===== src/rtl/rv32i_pkg.sv =====
// Shared RV32I decode definitions: opcode constants, ALU operation codes and
// the decoded control/field bundle carried down the pipeline.
package rv32i_pkg;

  localparam logic [6:0] OPC_OP       = 7'b0110011;
  localparam logic [6:0] OPC_OP_IMM   = 7'b0010011;
  localparam logic [6:0] OPC_LOAD     = 7'b0000011;
  localparam logic [6:0] OPC_STORE    = 7'b0100011;
  localparam logic [6:0] OPC_BRANCH   = 7'b1100011;
  localparam logic [6:0] OPC_LUI      = 7'b0110111;
  localparam logic [6:0] OPC_AUIPC    = 7'b0010111;
  localparam logic [6:0] OPC_JAL      = 7'b1101111;
  localparam logic [6:0] OPC_JALR     = 7'b1100111;
  localparam logic [6:0] OPC_MISC_MEM = 7'b0001111;

  typedef enum logic [3:0] {
    ALU_ADD   = 4'd0,
    ALU_SUB   = 4'd1,
    ALU_AND   = 4'd2,
    ALU_OR    = 4'd3,
    ALU_XOR   = 4'd4,
    ALU_SLL   = 4'd5,
    ALU_SRL   = 4'd6,
    ALU_SRA   = 4'd7,
    ALU_SLT   = 4'd8,
    ALU_SLTU  = 4'd9,
    ALU_PASSB = 4'd10,
    ALU_INV   = 4'd15
  } alu_op_e;

  typedef struct packed {
    logic [4:0] rs1;
    logic [4:0] rs2;
    logic [4:0] rd;
    logic [2:0] funct3;
    alu_op_e    aluop;
    logic       alusrc;
    logic       regwrite;
    logic       memread;
    logic       memwrite;
    logic       branch;
    logic       jump;
    logic       muldiv;
    logic       illegal;
  } decoded_t;

  localparam decoded_t DECODED_RESET = '{
    rs1: 5'd0, rs2: 5'd0, rd: 5'd0, funct3: 3'd0, aluop: ALU_INV,
    alusrc: 1'b0, regwrite: 1'b0, memread: 1'b0, memwrite: 1'b0,
    branch: 1'b0, jump: 1'b0, muldiv: 1'b0, illegal: 1'b0
  };

  // funct3 -> ALU op for the base (funct7 = 0) register and immediate forms
  function automatic alu_op_e alu_base(input logic [2:0] f3);
    case (f3)
      3'd0:    return ALU_ADD;
      3'd1:    return ALU_SLL;
      3'd2:    return ALU_SLT;
      3'd3:    return ALU_SLTU;
      3'd4:    return ALU_XOR;
      3'd5:    return ALU_SRL;
      3'd6:    return ALU_OR;
      default: return ALU_AND;
    endcase
  endfunction

endpackage


===== src/rtl/decode_comb.sv =====
// Purely combinational RV32I(+M) instruction decoder producing the control
// bundle and the sign-extended immediate.
module decode_comb import rv32i_pkg::*; #(
  parameter int XLEN  = 32,
  parameter bit M_EXT = 1'b0
) (
  input  logic [31:0]     instr,
  output decoded_t        dec,
  output logic [XLEN-1:0] imm
);

  logic [6:0] opcode, funct7;
  logic [4:0] rs1, rs2, rd;
  logic [2:0] funct3;
  logic [XLEN-1:0] imm_i, imm_s, imm_b, imm_u, imm_j;
  logic legal;

  assign opcode = instr[6:0];
  assign rd     = instr[11:7];
  assign funct3 = instr[14:12];
  assign rs1    = instr[19:15];
  assign rs2    = instr[24:20];
  assign funct7 = instr[31:25];

  assign imm_i = XLEN'($signed(instr[31:20]));
  assign imm_s = XLEN'($signed({instr[31:25], instr[11:7]}));
  assign imm_b = XLEN'($signed({instr[31], instr[7], instr[30:25], instr[11:8], 1'b0}));
  assign imm_u = XLEN'($signed({instr[31:12], 12'b0}));
  assign imm_j = XLEN'($signed({instr[31], instr[19:12], instr[20], instr[30:21], 1'b0}));

  always_comb begin
    dec       = DECODED_RESET;
    dec.aluop = ALU_ADD;
    imm       = '0;
    legal     = 1'b1;
    case (opcode)
      OPC_OP: begin
        dec.rs1 = rs1; dec.rs2 = rs2; dec.rd = rd; dec.funct3 = funct3;
        dec.regwrite = 1'b1;
        case (funct7)
          7'b0000000: dec.aluop = alu_base(funct3);
          7'b0100000: begin
            if (funct3 == 3'd0)      dec.aluop = ALU_SUB;
            else if (funct3 == 3'd5) dec.aluop = ALU_SRA;
            else                     legal = 1'b0;
          end
          7'b0000001: begin
            if (M_EXT) dec.muldiv = 1'b1;
            else       legal = 1'b0;
          end
          default: legal = 1'b0;
        endcase
      end
      OPC_OP_IMM: begin
        dec.rs1 = rs1; dec.rd = rd; dec.funct3 = funct3;
        dec.alusrc = 1'b1; dec.regwrite = 1'b1; imm = imm_i;
        dec.aluop = alu_base(funct3);
        // shift-immediates reuse imm[11:5] as a funct7 qualifier
        if (funct3 == 3'd1 && funct7 != 7'b0000000) legal = 1'b0;
        if (funct3 == 3'd5) begin
          if (funct7 == 7'b0100000)      dec.aluop = ALU_SRA;
          else if (funct7 != 7'b0000000) legal = 1'b0;
        end
      end
      OPC_LOAD: begin
        dec.rs1 = rs1; dec.rd = rd; dec.funct3 = funct3; imm = imm_i;
        dec.alusrc = 1'b1; dec.regwrite = 1'b1; dec.memread = 1'b1;
      end
      OPC_STORE: begin
        dec.rs1 = rs1; dec.rs2 = rs2; dec.funct3 = funct3; imm = imm_s;
        dec.alusrc = 1'b1; dec.memwrite = 1'b1;
      end
      OPC_BRANCH: begin
        dec.rs1 = rs1; dec.rs2 = rs2; dec.funct3 = funct3; imm = imm_b;
        dec.branch = 1'b1; dec.aluop = ALU_SUB;
      end
      OPC_LUI: begin
        dec.rd = rd; imm = imm_u; dec.alusrc = 1'b1; dec.regwrite = 1'b1;
        dec.aluop = ALU_PASSB;
      end
      OPC_AUIPC: begin
        dec.rd = rd; imm = imm_u; dec.alusrc = 1'b1; dec.regwrite = 1'b1;
      end
      OPC_JAL: begin
        dec.rd = rd; imm = imm_j; dec.alusrc = 1'b1; dec.regwrite = 1'b1;
        dec.jump = 1'b1;
      end
      OPC_JALR: begin
        dec.rs1 = rs1; dec.rd = rd; dec.funct3 = funct3; imm = imm_i;
        dec.alusrc = 1'b1; dec.regwrite = 1'b1; dec.jump = 1'b1;
      end
      OPC_MISC_MEM: ;
      default: legal = 1'b0;
    endcase

    if (!legal) begin
      dec         = DECODED_RESET;
      dec.illegal = 1'b1;
      imm         = '0;
    end
    if (dec.rd == 5'd0) dec.regwrite = 1'b0;
  end

endmodule


===== src/rtl/decode_stage.sv =====
// Decode pipeline stage: combinational decode followed by a one-entry output
// register and an optional skid entry so in_ready can come straight from a flop.
module decode_stage import rv32i_pkg::*; #(
  parameter int XLEN  = 32,
  parameter bit M_EXT = 1'b0,
  parameter bit SKID  = 1'b1
) (
  input  logic            clk,
  input  logic            rst,
  input  logic            in_valid,
  output logic            in_ready,
  input  logic [31:0]     in_instr,
  input  logic [XLEN-1:0] in_pc,
  input  logic            flush,
  output logic            out_valid,
  input  logic            out_ready,
  output logic [XLEN-1:0] out_pc,
  output logic [4:0]      out_rs1,
  output logic [4:0]      out_rs2,
  output logic [4:0]      out_rd,
  output logic [2:0]      out_funct3,
  output logic [3:0]      out_aluop,
  output logic [XLEN-1:0] out_imm,
  output logic            out_alusrc,
  output logic            out_regwrite,
  output logic            out_memread,
  output logic            out_memwrite,
  output logic            out_branch,
  output logic            out_jump,
  output logic            out_muldiv,
  output logic            out_illegal
);

  typedef struct packed {
    logic [XLEN-1:0] pc;
    logic [XLEN-1:0] imm;
    decoded_t        dec;
  } entry_t;

  localparam entry_t ENTRY_RESET = '{pc: '0, imm: '0, dec: DECODED_RESET};

  decoded_t        in_dec;
  logic [XLEN-1:0] in_imm;
  entry_t          in_entry;
  entry_t          out_q, out_d, skid_q, skid_d;
  logic            out_valid_q, out_valid_d, skid_full_q, skid_full_d;
  logic            accept, drain;

  decode_comb #(.XLEN(XLEN), .M_EXT(M_EXT)) u_decode_comb (
    .instr (in_instr),
    .dec   (in_dec),
    .imm   (in_imm)
  );

  assign in_entry = '{pc: in_pc, imm: in_imm, dec: in_dec};
  assign in_ready = SKID ? !skid_full_q : (!out_valid_q || out_ready);
  assign accept   = in_valid && in_ready;
  assign drain    = out_valid_q && out_ready;

  // With SKID=0 the stalled-accept branch is unreachable since in_ready drops.
  always_comb begin
    out_d       = out_q;
    skid_d      = skid_q;
    out_valid_d = out_valid_q;
    skid_full_d = skid_full_q;
    if (flush) begin
      out_valid_d = 1'b0;
      skid_full_d = 1'b0;
    end else if (skid_full_q) begin
      if (drain) begin
        out_d       = skid_q;
        skid_full_d = 1'b0;
      end
    end else if (!out_valid_q || drain) begin
      out_valid_d = accept;
      if (accept) out_d = in_entry;
    end else if (accept) begin
      skid_d      = in_entry;
      skid_full_d = 1'b1;
    end
  end

  always_ff @(posedge clk) begin
    if (rst) begin
      out_q       <= ENTRY_RESET;
      skid_q      <= ENTRY_RESET;
      out_valid_q <= 1'b0;
      skid_full_q <= 1'b0;
    end else begin
      out_q       <= out_d;
      skid_q      <= skid_d;
      out_valid_q <= out_valid_d;
      skid_full_q <= skid_full_d;
    end
  end

  assign out_valid    = out_valid_q;
  assign out_pc       = out_q.pc;
  assign out_imm      = out_q.imm;
  assign out_rs1      = out_q.dec.rs1;
  assign out_rs2      = out_q.dec.rs2;
  assign out_rd       = out_q.dec.rd;
  assign out_funct3   = out_q.dec.funct3;
  assign out_aluop    = out_q.dec.aluop;
  assign out_alusrc   = out_q.dec.alusrc;
  assign out_regwrite = out_q.dec.regwrite;
  assign out_memread  = out_q.dec.memread;
  assign out_memwrite = out_q.dec.memwrite;
  assign out_branch   = out_q.dec.branch;
  assign out_jump     = out_q.dec.jump;
  assign out_muldiv   = out_q.dec.muldiv;
  assign out_illegal  = out_q.dec.illegal;

endmodule


===== config.mk =====
export PLATFORM = sky130hd
export DESIGN_NAME = decode_stage
export DESIGN_NICKNAME = d
export VERILOG_FILES = /design/src/rtl/rv32i_pkg.sv /design/src/rtl/decode_comb.sv /design/src/rtl/decode_stage.sv
export SDC_FILE = /design/constraint.sdc
export NUM_CORES = 1
export LEC_CHECK = 0
export CORE_MARGIN = 5
export CORE_UTILIZATION = 35
export CTS_BUF_LIST = sky130_fd_sc_hd__clkbuf_2
export DETAILED_ROUTE_END_ITERATION = 16
export PLACE_DENSITY = 0.62
export SYNTH_ARGS = -nofsm -noshare
export SYNTH_HDL_FRONTEND = slang
export SYNTH_SLANG_ARGS = --single-unit

===== constraint.sdc =====
create_clock -name clk -period 3.1 [get_ports clk]
set_input_delay 0.465 -clock clk [delete_from_list [all_inputs] [get_ports clk]]
set_output_delay 0.465 -clock clk [all_outputs]
set_load 0.02 [all_outputs]

-- Yosys cells after proc, flatten, opt, wreduce, memory -nomap -nowiden
Cells that the tools add are included.
- $add $sub $neg: 0
- eq/ne operators: 18
- shift-type cells: 0
- reduce and logical (&&, ||, !) cells: 24
- order comparisons: 0
- bitwise gates (word level): 3
- divide/modulo/power cells: 0
- multiply operators: 0
- mux-type cells: 37
- operators with widths (operator ; count):
    $mux W94 ; 4
    $pmux W32 S5 ; 1
    $mux W32 ; 1
    $mux W30 ; 1
    $eq A7 B6 Y1 const B ; 4
    $pmux W4 S7 ; 1
    $eq A7 B7 Y1 const B ; 3
    $mux W1 ; 17
    $pmux W4 S4 ; 1
    $mux W5 ; 3
    $eq A7 B5 Y1 const B ; 2
    $reduce_or A7 Y1 ; 2
    $mux W4 ; 3
    $eq A3 B3 Y1 const B ; 3
    $pmux W4 S2 ; 1
    $reduce_and A4 Y1 ; 2
    $reduce_or A8 Y1 ; 1
    $eq A7 B2 Y1 const B ; 1
    $eq A7 B4 Y1 const B ; 1
    $logic_not A7 Y1 ; 1
    $reduce_bool A7 Y1 ; 1
    $eq A3 B2 Y1 const B ; 2
    $mux W3 ; 2
    $reduce_or A2 Y1 ; 3
    14 further kinds ; 21
- memories kept: 0
- ROM bits: 0
- input bits: 69
- register bits: 190
- bits in latches: 0
- memory bits (writable): 0

-- Logic depth before layout (Yosys ltp)
Gate-level depths: netlist (run 1).
- depth in word-level cells: 13
- mapped depth: 9
- depth with buffers taken out: 6

-- Cells and area by module
A second synthesis (run 1) with hierarchy kept.
- cells, all modules: 1134
- area total of the unflattened synthesis: 10507.6 um2
- by module, submodules not included (module ; cells an instance ; times used ; area an instance (um2)):
    decode_stage ; 932 ; 1 ; 9455.3
    decode_comb ; 202 ; 1 ; 1052.3

-- Worst setup path after synthesis (run 1)
OpenSTA, ideal clock, no wires.
- kind: in2reg
- start: input in_instr[3]
- end: register skid_q[58] in the netlist's numbering
- path slack: 671 ps
- stages on the path: 9
- required time: 3030 ps
- arrival: 2359 ps
- cell sequence: nand4bb_4 or3b_1 buf_2 o32a_4 and2_4 buf_6 buf_6 or3_1 a21oi_1
- word-level cells in the longest chain between the ends: 4
- elaborated cells between the ends (all ways): 16
- those cells by class: eq/ne: 10; mux: 3; reduce/logical: 3
- ends and longest elaborated chain (what ; line ; RTL):
    from (decl) ; decode_stage.sv:12 ; input logic [31:0] in_instr,
    $eq A7 B4 Y1 (tied with other cells) ; decode_comb.sv:36 ; case (opcode)
    $reduce_or A8 Y1 (no line) (tied with other cells) ; n/a ;
    $pmux W1 S3 / $pmux W32 S5 (equally long branches) ; decode_comb.sv:36 ;
    $mux W32 * ; decode_comb.sv:96 ; if (!legal) begin
    to (signal assigned) ; decode_stage.sv:91 ; skid_q <= skid_d;
    to (decl) ; decode_stage.sv:45 ; entry_t out_q, out_d, skid_q, skid_d;
Every way passes the cells marked *; elsewhere a longest branch is shown, timed or not.
A chain may end at the register's enable or synchronous reset.

-- Worst setup path in the final report (run 1)
- start: register skid_full_q
- end: output in_ready
- word-level cells in the longest chain between the ends: 1
- ends and longest elaborated chain (what ; line ; RTL):
    from (decl) ; decode_stage.sv:46 ; logic out_valid_q, out_valid_d, skid_full_q, skid_full_d;
    from (signal assigned) ; decode_stage.sv:93 ; skid_full_q <= skid_full_d;
    $logic_not A1 Y1 ; decode_stage.sv:56 ; assign in_ready = SKID ? !skid_full_q : (!out_valid_q || out_ready);
    to (decl) ; decode_stage.sv:11 ; output logic in_ready,
No other way between the ends.

==> results.sh, run 1 <==
export IMPL_crit_fanout=17
export IMPL_final_common_cell="dfxtp_1"
export IMPL_drv_slew=0
export IMPL_hold_viol_final=0
export IMPL_start_util_pct=35.4
export IMPL_maxCapViolCount=0
export IMPL_post_dp_cell_area_um2=10300
export IMPL_clock_sinks=188
export IMPL_die_width_um=164
export IMPL_io_pins=165
export IMPL_grt_pass1_wl_um=39200
export IMPL_cp_start_kind="flop"
export IMPL_overflow=0
export IMPL_synth_compound_area_share_pct=21.5
export IMPL_core_area_um2=23300
export IMPL_drt_iter0_markers=658
export IMPL_cts_resized=0
export IMPL_vias_per_cell=5.24
export IMPL_clk_pin_slew_ns=0.30
export IMPL_hold_buffers=0
export IMPL_cts_made_buffers=17
export IMPL_hold_slack_ns=0.144
export IMPL_worst_slew_pin_slew_ns=0.867
export IMPL_synth_adder_area_share_pct=0
export IMPL_async_flop_share_pct=0
export IMPL_grt_max_degree=88
export IMPL_grt_antenna_before_repair=1
export IMPL_yosysUniqueCellTypes=56
export IMPL_nNetsFinal=1236
export IMPL_maxSlewHeadroom_pct=42.0
export IMPL_r2r_cells=5
export IMPL_dp_hpwl_um=16800
export IMPL_synth_warnings=0
export IMPL_synth_fp_nets=1109
export IMPL_crit_arrival_ns=2.14
export IMPL_cts_max_path_buffers=2
export IMPL_hold_depth=2
export IMPL_drt_pass1_iter_count=5
export IMPL_grt_usage_pct=18.2
export IMPL_final_cell_mix="dfxtp_1, nand2_1, clkdlybuf4s50_1"
export IMPL_min_path_type="primary input to flop"
export IMPL_synth_edf_count=0
export IMPL_crit_start="skid_full_q"
export IMPL_ys_seq_area_share_pct=45.6
export IMPL_gp_congestion=0.872
export IMPL_final_cell_area_um2=10600
export IMPL_synth_area_per_cell_um2=7.93
export IMPL_syn_to_final_growth_pct=28.2
export IMPL_vias=7861
export IMPL_rsz0062_at_grt="no"
export IMPL_post_cts_setup_buffers=0
export IMPL_post_route_period_util_pct=84.0
export IMPL_ant_nets=0
export IMPL_cts_tree="done"
export IMPL_peakVddDrop_mv=0.237
export IMPL_synth_top_cell_by_area="dfxtp_1"
export IMPL_hp_start="rst"
export IMPL_min_period_ns=2.60
export IMPL_ys_seq_elements=188
export IMPL_numPortBuffers=163
export IMPL_dieArea_um2=26700
export IMPL_wirelength_um=24600
export IMPL_die_h_um=164
export IMPL_synthXorXnorAreaFrac_pct=0.106
export IMPL_ys_top_cells_by_area="dfxtp_1, nand2_1, a21oi_1, nor2_1, a211oi_1"
export IMPL_rows=56
export IMPL_drive_gt1_share_pct=7.71
export IMPL_worstSkewPairLatency_ns=0.75
export IMPL_path_class="flop to output pin"
export IMPL_netlist_instances=1040
export IMPL_routedWlPerCell_um=16.4
export IMPL_drc_errors=0
export IMPL_synthesis_area_um2=8250
export IMPL_synth_area_mux_share_pct=4.02
export IMPL_grt_pass1_vias=7122
export IMPL_reg2reg_from="out_valid"
export IMPL_yosysTopAreaCellShare_pct=45.6
export IMPL_endpoint_kind="output pin"
export IMPL_clockRootBuffer="clkbuf_2"
export IMPL_synthSimpleGateAreaFrac_pct=23.6
export IMPL_powerDensity_nw_per_um2=432
export IMPL_yosys_most_used_dff="dfxtp_1"
export IMPL_htreeDepth=4
export IMPL_finalSetupTns_ns=0
export IMPL_crit_required_ns=2.63
export IMPL_setup_viol=0
export IMPL_leakage_nw=3.48
export IMPL_status="finished clean"
export IMPL_max_freq_mhz=384
export IMPL_synth_top_family_by_area="simple AND/OR/NAND/NOR gates"
export IMPL_finalClockSkew_ns=0.0348
## stage by stage
stage / power (W) / std cells / worst slack [ns] / util (%)
2_1_floorplan: 0.00296 / 1040 / 0.671 / -
6_report: 0.00457 / 1500 / 0.497 / 45.3
3_5_place_dp: 0.00335 / 1467 / 0.110 / 44.2
3_3_place_gp: 0.00335 / 1467 / 0.190 / 44.2
4_1_cts: 0.00464 / 1499 / 0.379 / 45.3
5_1_grt: 0.00481 / 1500 / 0.319 / 45.3
## path summary, 6_finish.rpt
| path | endpoint | slack, ns |
|---|---|---|
| worst min register to register | skid_q[23] | 0.47 |
| worst max register to register | skid_q[72] | 0.85 |
| worst min-delay path | out_branch | 0.14 |
| worst max-delay path | in_ready | 0.50 |
## metal layers
metal  GRT usage [%]  part of all wire [%]
met1            26.9                    49
met2            27.0                    44
met3            3.86                   5.8
met4            4.38                   1.3
met5               0                     0
## sequential cells by signal (all words and copies together) (netlist names), 3 cells and up
name,flops
out_funct3,3
out_imm,32
out_rs1,5
out_pc,32
skid_q,93
out_rs2,5
out_rd,5
out_aluop,4
## cells by family (layout without fill, tap and decap cells)
kind of cell / Yosys count / in the layout
AOI/OAI and AO/OA: 277 / 277
xor gates and xnor gates: 1 / 1
buffers and inverters: 105 / 245
DFF: 188 / 188
muxes: 33 / 33
other: 1 / 2
and+or+nand+nor: 435 / 435
## synthesized netlist by cell type (3+ instances only)
cell type  count
buf_2          6
or2_2          4
mux2i_1       32
nand3b_1       3
o21ai_0       16
dfxtp_1      188
nand2_1      183
buf_1          4
o21a_1         4
inv_1          6
nand4_1       15
or3_1         13
nor4_1         3
a211oi_1      50
buf_6          3
nor3_1        43
a21oi_1      126
nor2_1       101
a31oi_1       24
a32oi_1        9
a22o_1         4
and2_1         6
nand2b_1       3
clkbuf_1      84
o31a_1        12
o32ai_1        3
a221oi_1      10
nand3_1       49
## power breakdown
group | switching, W | total (W) | internal [W] | leakage (nW)
clock network | 0.000936 | 0.00127 | 0.000333 | 0.147
logic | 0.000417 | 0.000752 | 0.000336 | 1.81
registers | 0.0000442 | 0.00255 | 0.00251 | 1.53
## worst max-delay path: stages, from the launching register on
cell,delay [ns]
dfxtp_4,0.42
clkinv_1,0.07
buf_4,0.25
clkdlybuf4s50_1,0.66
## cell type report
cell class / instances / area, µm²
Multi-Input combinational cell: 747 / 4090
Fill cell: 2364 / 12800
Antenna cell: 1 / 2.50
Timing Repair Buffer: 206 / 2040
Clock inverter: 14 / 155
Inverter: 7 / 26.3
Sequential cell: 188 / 3770
Clock buffer: 18 / 90.1
Tap cell: 319 / 399
(Power assumes the default switching activity.)
==> inputs of run 2 (changes only) <==
- clock period: 3.1 -> 2.65 ns (I/O delays scaled with it)
==> results.sh, run 2 (synthesized netlist as in run 1, its figures left out) <==
export IMPL_status="finished clean"
export IMPL_largest_register="skid_q"
export IMPL_drt_iter0_markers=529
export IMPL_drv_slew=0
export IMPL_die_h_um=164
export IMPL_dp_cells=1496
export IMPL_max_freq_mhz=419
export IMPL_nNetsFinal=1267
export IMPL_endpoint_kind="output pin"
export IMPL_cp_start_kind="flop"
export IMPL_grt_max_degree=69
export IMPL_min_path_type="primary input to flop"
export IMPL_wirelength_um=25100
export IMPL_hold_viol_final=0
export IMPL_clk_pin_slew_ns=0.35
export IMPL_ant_nets=0
export IMPL_drc_errors=0
export IMPL_min_period_ns=2.39
export IMPL_fin_cells=1531
export IMPL_crit_fanout=7
export IMPL_maxCapViolCount=0
export IMPL_grt_pass1_vias=7447
export IMPL_dp_hpwl_um=17100
export IMPL_htreeDepth=4
export IMPL_swShare_pct=32.0
export IMPL_grt_usage_pct=18.4
export IMPL_max_stage_delay_ns=0.67
export IMPL_cp_slowest_cell="clkdlybuf4s50_1"
export IMPL_worst_slew_pin_slew_ns=0.850
export IMPL_largest_register_ff_count=93
export IMPL_post_route_period_util_pct=90.0
export IMPL_power_frac_seq_pct=55.1
export IMPL_maxSlewHeadroom_pct=43.3
export IMPL_cts_tree="done"
export IMPL_gp_congestion=0.881
export IMPL_cts_made_buffers=17
export IMPL_numPortBuffers=163
export IMPL_rsz0062_at_grt="no"
export IMPL_die_width_um=164
export IMPL_crit_required_ns=2.25
export IMPL_vias=7991
export IMPL_dieArea_um2=26700
export IMPL_routedWlPerCell_um=16.4
export IMPL_peakVddDrop_mv=0.292
export IMPL_crit_buf_inv=1
export IMPL_rows=56
export IMPL_overflow=0
export IMPL_powerDensity_nw_per_um2=500
export IMPL_path_delay_family="buffers and inverters"
export IMPL_post_dp_cell_area_um2=10500
export IMPL_crit_arrival_ns=1.99
export IMPL_start_util_pct=35.4
export IMPL_clockRootBuffer="clkbuf_2"
export IMPL_final_cell_area_um2=10800
export IMPL_finalClockSkew_ns=0.0546
export IMPL_grt_antenna_before_repair=1
export IMPL_worstSkewPairLatency_ns=0.78
export IMPL_path_class="flop to output pin"
export IMPL_leakage_nw=3.64
export IMPL_setup_viol=0
export IMPL_power_w=0.00542
export IMPL_crit_chain="clkdlybuf4s50_1"
export IMPL_clock_sinks=188
export IMPL_final_common_cell="dfxtp_1"
export IMPL_io_pins=165
export IMPL_cell_internal_pwr_w=0.00369
export IMPL_post_cts_setup_buffers=0
export IMPL_switchingPower_w=0.00173
export IMPL_syn_to_final_growth_pct=31.2
export IMPL_core_area_um2=23300
export IMPL_vias_per_cell=5.22
export IMPL_drt_pass1_iter_count=5
export IMPL_drive_gt1_share_pct=9.91
export IMPL_finalSetupTns_ns=0
export IMPL_grt_pass1_wl_um=40200
export IMPL_p_comb_share_pct=16.7
export IMPL_clkPwrFrac_pct=28.2
export IMPL_cts_max_path_buffers=2
export IMPL_final_cell_mix="dfxtp_1, nand2_1, clkdlybuf4s50_1"
## run 2: changes by cell type in the layout (fill, tap and decap cells not counted)
cell             before  now
clkbuf_2             18   17
buf_4                36   66
inv_8                 2    3
clkinvlp_4            1    0
bufinv_16             1    0
buf_12                7    6
dlygate4sd2_1         0    1
clkinv_8              1    7
clkdlybuf4s50_1     162  161
inv_6                 5    4
dlygate4sd3_1         0    2
clkinv_4              4    1
## run 2: path summary, 6_finish.rpt
check	cells past startpoint	start	to	slack, ns
setup / recovery	1	out_valid	out_valid	0.26
hold / removal	3	in_pc[14]	skid_q[76]	0.12
setup reg to reg	5	out_valid	skid_q[50]	0.52
hold reg to reg	2	skid_q[23]	skid_q[23]	0.47
## run 2: area by class of cell
class,count,area [µm²]
antenna,1,2.50
clock buffer,17,85.1
clock inverter,15,191
fill,2351,12500
inverter,7,26.3
multi-input combinational,747,4090
sequential,188,3770
tap,319,399
timing repair buffer,237,2270
## run 2: metal layers
layer / part of all wire, % / global-route usage (%) / vias up
li1: - / - / 4010
met1: 46 / 25.9 / 3719
met2: 46 / 28.9 / 244
met3: 7.0 / 4.44 / 18
met4: 1.2 / 3.55 / 0
met5: 0 / 0 / -
## run 2: stage by stage
stage / setup slack, ns / hold WS (ns) / utilization [%]
2_1_floorplan: 0.288 / 0.432 / -
3_3_place_gp: -0.121 / 0.438 / 45.1
3_5_place_dp: -0.143 / 0.443 / 45.1
4_1_cts: 0.176 / 0.0288 / 46.3
5_1_grt: 0.0854 / 0.00401 / 46.4
6_report: 0.264 / 0.116 / 46.4
## run 2: power by group through the flow
| stage | clock (W) | sequential, W | combinational (W) |
|---|---|---|---|
| finish | 0.00153 | 0.00298 | 0.000903 |
| floorplan | 0 | 0.00313 | 0.000333 |
| detailed placement | 0 | 0.00303 | 0.000903 |
| CTS | 0.00159 | 0.00299 | 0.000907 |
| global route | 0.00171 | 0.00300 | 0.000977 |
| global placement | 0 | 0.00303 | 0.000901 |
## run 2: worst register-to-register path, cell delays in order (launching register included)
cell and delay [ns]:
dfxtp_1 0.54, nand2_1 0.15, or4_2 0.62, buf_12 0.22, or3_1 0.40, a21oi_1 0.15
## run 2: what timing repair did
action,4_1_cts,5_1_grt
hold buffers,1,1
setup endpoints to repair,1,0
endpoints found under the hold margin,14,1
gates resized for setup,1,0
==> inputs of run 3 (changes only) <==
- RECOVER_POWER: not set -> 25
==> results.sh, run 3 (synthesized netlist as in run 1, its figures left out) <==
export IMPL_status="finished clean"
export IMPL_final_cell_area_um2=10800
export IMPL_drv_slew=0
export IMPL_largest_register="skid_q"
export IMPL_peakVddDrop_mv=0.292
export IMPL_cp_slowest_cell="clkdlybuf4s50_1"
export IMPL_largest_register_ff_count=93
export IMPL_fin_cells=1531
export IMPL_cts_max_path_buffers=2
export IMPL_max_freq_mhz=424
export IMPL_drt_pass1_iter_count=5
export IMPL_final_util_pct=46.2
export IMPL_swShare_pct=32.0
export IMPL_p_comb_share_pct=16.6
export IMPL_reg2reg_from="out_valid"
export IMPL_hold_path_end="skid_q[82]"
export IMPL_post_route_period_util_pct=89.0
export IMPL_cp_start_kind="flop"
export IMPL_maxSlewHeadroom_pct=2.05
export IMPL_fill_cells=2354
export IMPL_cell_internal_pwr_w=0.00368
export IMPL_crit_buf_inv=1
export IMPL_r2r_slack_ns=0.29
export IMPL_grt_pass1_vias=7447
export IMPL_crit_start="out_valid"
export IMPL_htreeDepth=4
export IMPL_vias=7940
export IMPL_post_cts_setup_buffers=0
export IMPL_post_dp_cell_area_um2=10500
export IMPL_final_cell_mix="dfxtp_1, nand2_1, clkdlybuf4s50_1"
export IMPL_power_frac_seq_pct=55.1
export IMPL_hold_depth=3
export IMPL_nNetsFinal=1267
export IMPL_vias_per_cell=5.19
export IMPL_routedWlPerCell_um=16.4
export IMPL_finalSetupTns_ns=0
export IMPL_clockRootBuffer="clkbuf_2"
export IMPL_cts_made_buffers=17
export IMPL_max_stage_delay_ns=0.66
export IMPL_wirelength_um=25000
export IMPL_r2r_end="out_rs2[1]"
export IMPL_numPortBuffers=163
export IMPL_place_ws_ns=-0.143
export IMPL_worstSkewPairLatency_ns=0.79
export IMPL_drc_errors=0
export IMPL_hp_start="in_pc[20]"
export IMPL_grt_antenna_before_repair=1
export IMPL_ant_nets=0
export IMPL_clkPwrFrac_pct=28.3
export IMPL_leakage_nw=3.62
export IMPL_rows=56
export IMPL_min_period_ns=2.36
export IMPL_syn_to_final_growth_pct=30.8
export IMPL_setup_viol=0
export IMPL_min_path_type="primary input to flop"
export IMPL_finalWorstSetupSlack_ns=0.292
export IMPL_final_common_cell="dfxtp_1"
export IMPL_endpoint_kind="output pin"
export IMPL_crit_arrival_ns=1.96
export IMPL_worst_slew_pin_slew_ns=1.47
export IMPL_crit_chain="clkdlybuf4s50_1"
export IMPL_clock_sinks=188
export IMPL_powerDensity_nw_per_um2=502
export IMPL_die_h_um=164
export IMPL_hold_viol_final=0
export IMPL_path_depth=1
export IMPL_start_util_pct=35.4
export IMPL_dieArea_um2=26700
export IMPL_switchingPower_w=0.00173
export IMPL_crit_required_ns=2.25
export IMPL_cts_tree="done"
export IMPL_dp_hpwl_um=17100
export IMPL_crit_fanout=7
export IMPL_maxCapViolCount=0
export IMPL_drive_gt1_share_pct=9.58
export IMPL_die_width_um=164
export IMPL_path_class="flop to output pin"
export IMPL_dp_cells=1496
export IMPL_rsz0062_at_grt="no"
export IMPL_path_delay_family="buffers and inverters"
export IMPL_finalClockSkew_ns=0.0588
export IMPL_core_area_um2=23300
export IMPL_grt_usage_pct=18.4
export IMPL_r2r_cells=6
export IMPL_clk_pin_slew_ns=0.35
export IMPL_grt_max_degree=69
export IMPL_gp_congestion=0.881
export IMPL_drt_iter0_markers=540
export IMPL_overflow=0
export IMPL_grt_pass1_wl_um=40200
export IMPL_io_pins=165
## run 3: changes by cell type in the layout (fill, tap and decap cells not counted), sizes merged
cell | previous run | this run
clkbuf | 17 | 22
buf | 73 | 68
## run 3: cell type report
cell class                      instances  area [µm²]  area share (%)
Clock buffer                           17        85.1           0.789
Multi-Input combinational cell        747        4070            37.7
Antenna cell                            1        2.50          0.0232
Clock inverter                         15         191            1.77
Inverter                                7        26.3           0.244
Sequential cell                       188        3770            34.9
Tap cell                              319         399            3.70
Timing Repair Buffer                  237        2250            20.8
## run 3: power by group through the flow
stage               clock, W  sequential (W)  combinational (W)
global route         0.00171         0.00300           0.000973
finish               0.00153         0.00298           0.000898
floorplan                  0         0.00313           0.000333
detailed placement         0         0.00303           0.000903
CTS                  0.00159         0.00299           0.000907
global placement           0         0.00303           0.000901
## run 3: worst max path at each step
stage	endpoint	slack, ns
after floorplan	skid_q[58]	0.29
after global placement	out_aluop[0]	-0.12
after detailed placement	out_aluop[0]	-0.14
after CTS	out_valid	0.18
after global routing	out_imm[1]	0.11
final	out_valid	0.29
## run 3: metrics by stage
stage	hold slack, ns	power (W)
global route	0.00401	0.00568
finish	0.112	0.00542
global placement	0.438	0.00393
CTS	0.0288	0.00549
floorplan	0.432	0.00347
detailed placement	0.443	0.00394
## run 3: per-layer routing
| layer | global-route usage, % | vias up | wire length, µm |
|---|---|---|---|
| li1 | - | 4009 | - |
| met1 | 25.9 | 3697 | 11800 |
| met2 | 28.9 | 217 | 11300 |
| met3 | 4.44 | 17 | 1560 |
| met4 | 3.55 | 0 | 296 |
| met5 | 0 | - | 0 |
## run 3: repair_timing
item | CTS | global route
hold buffers | 1 | 1
endpoints found under the hold margin | 14 | 1
setup endpoints to repair | 1 | 0
gates resized for setup | 1 | 0
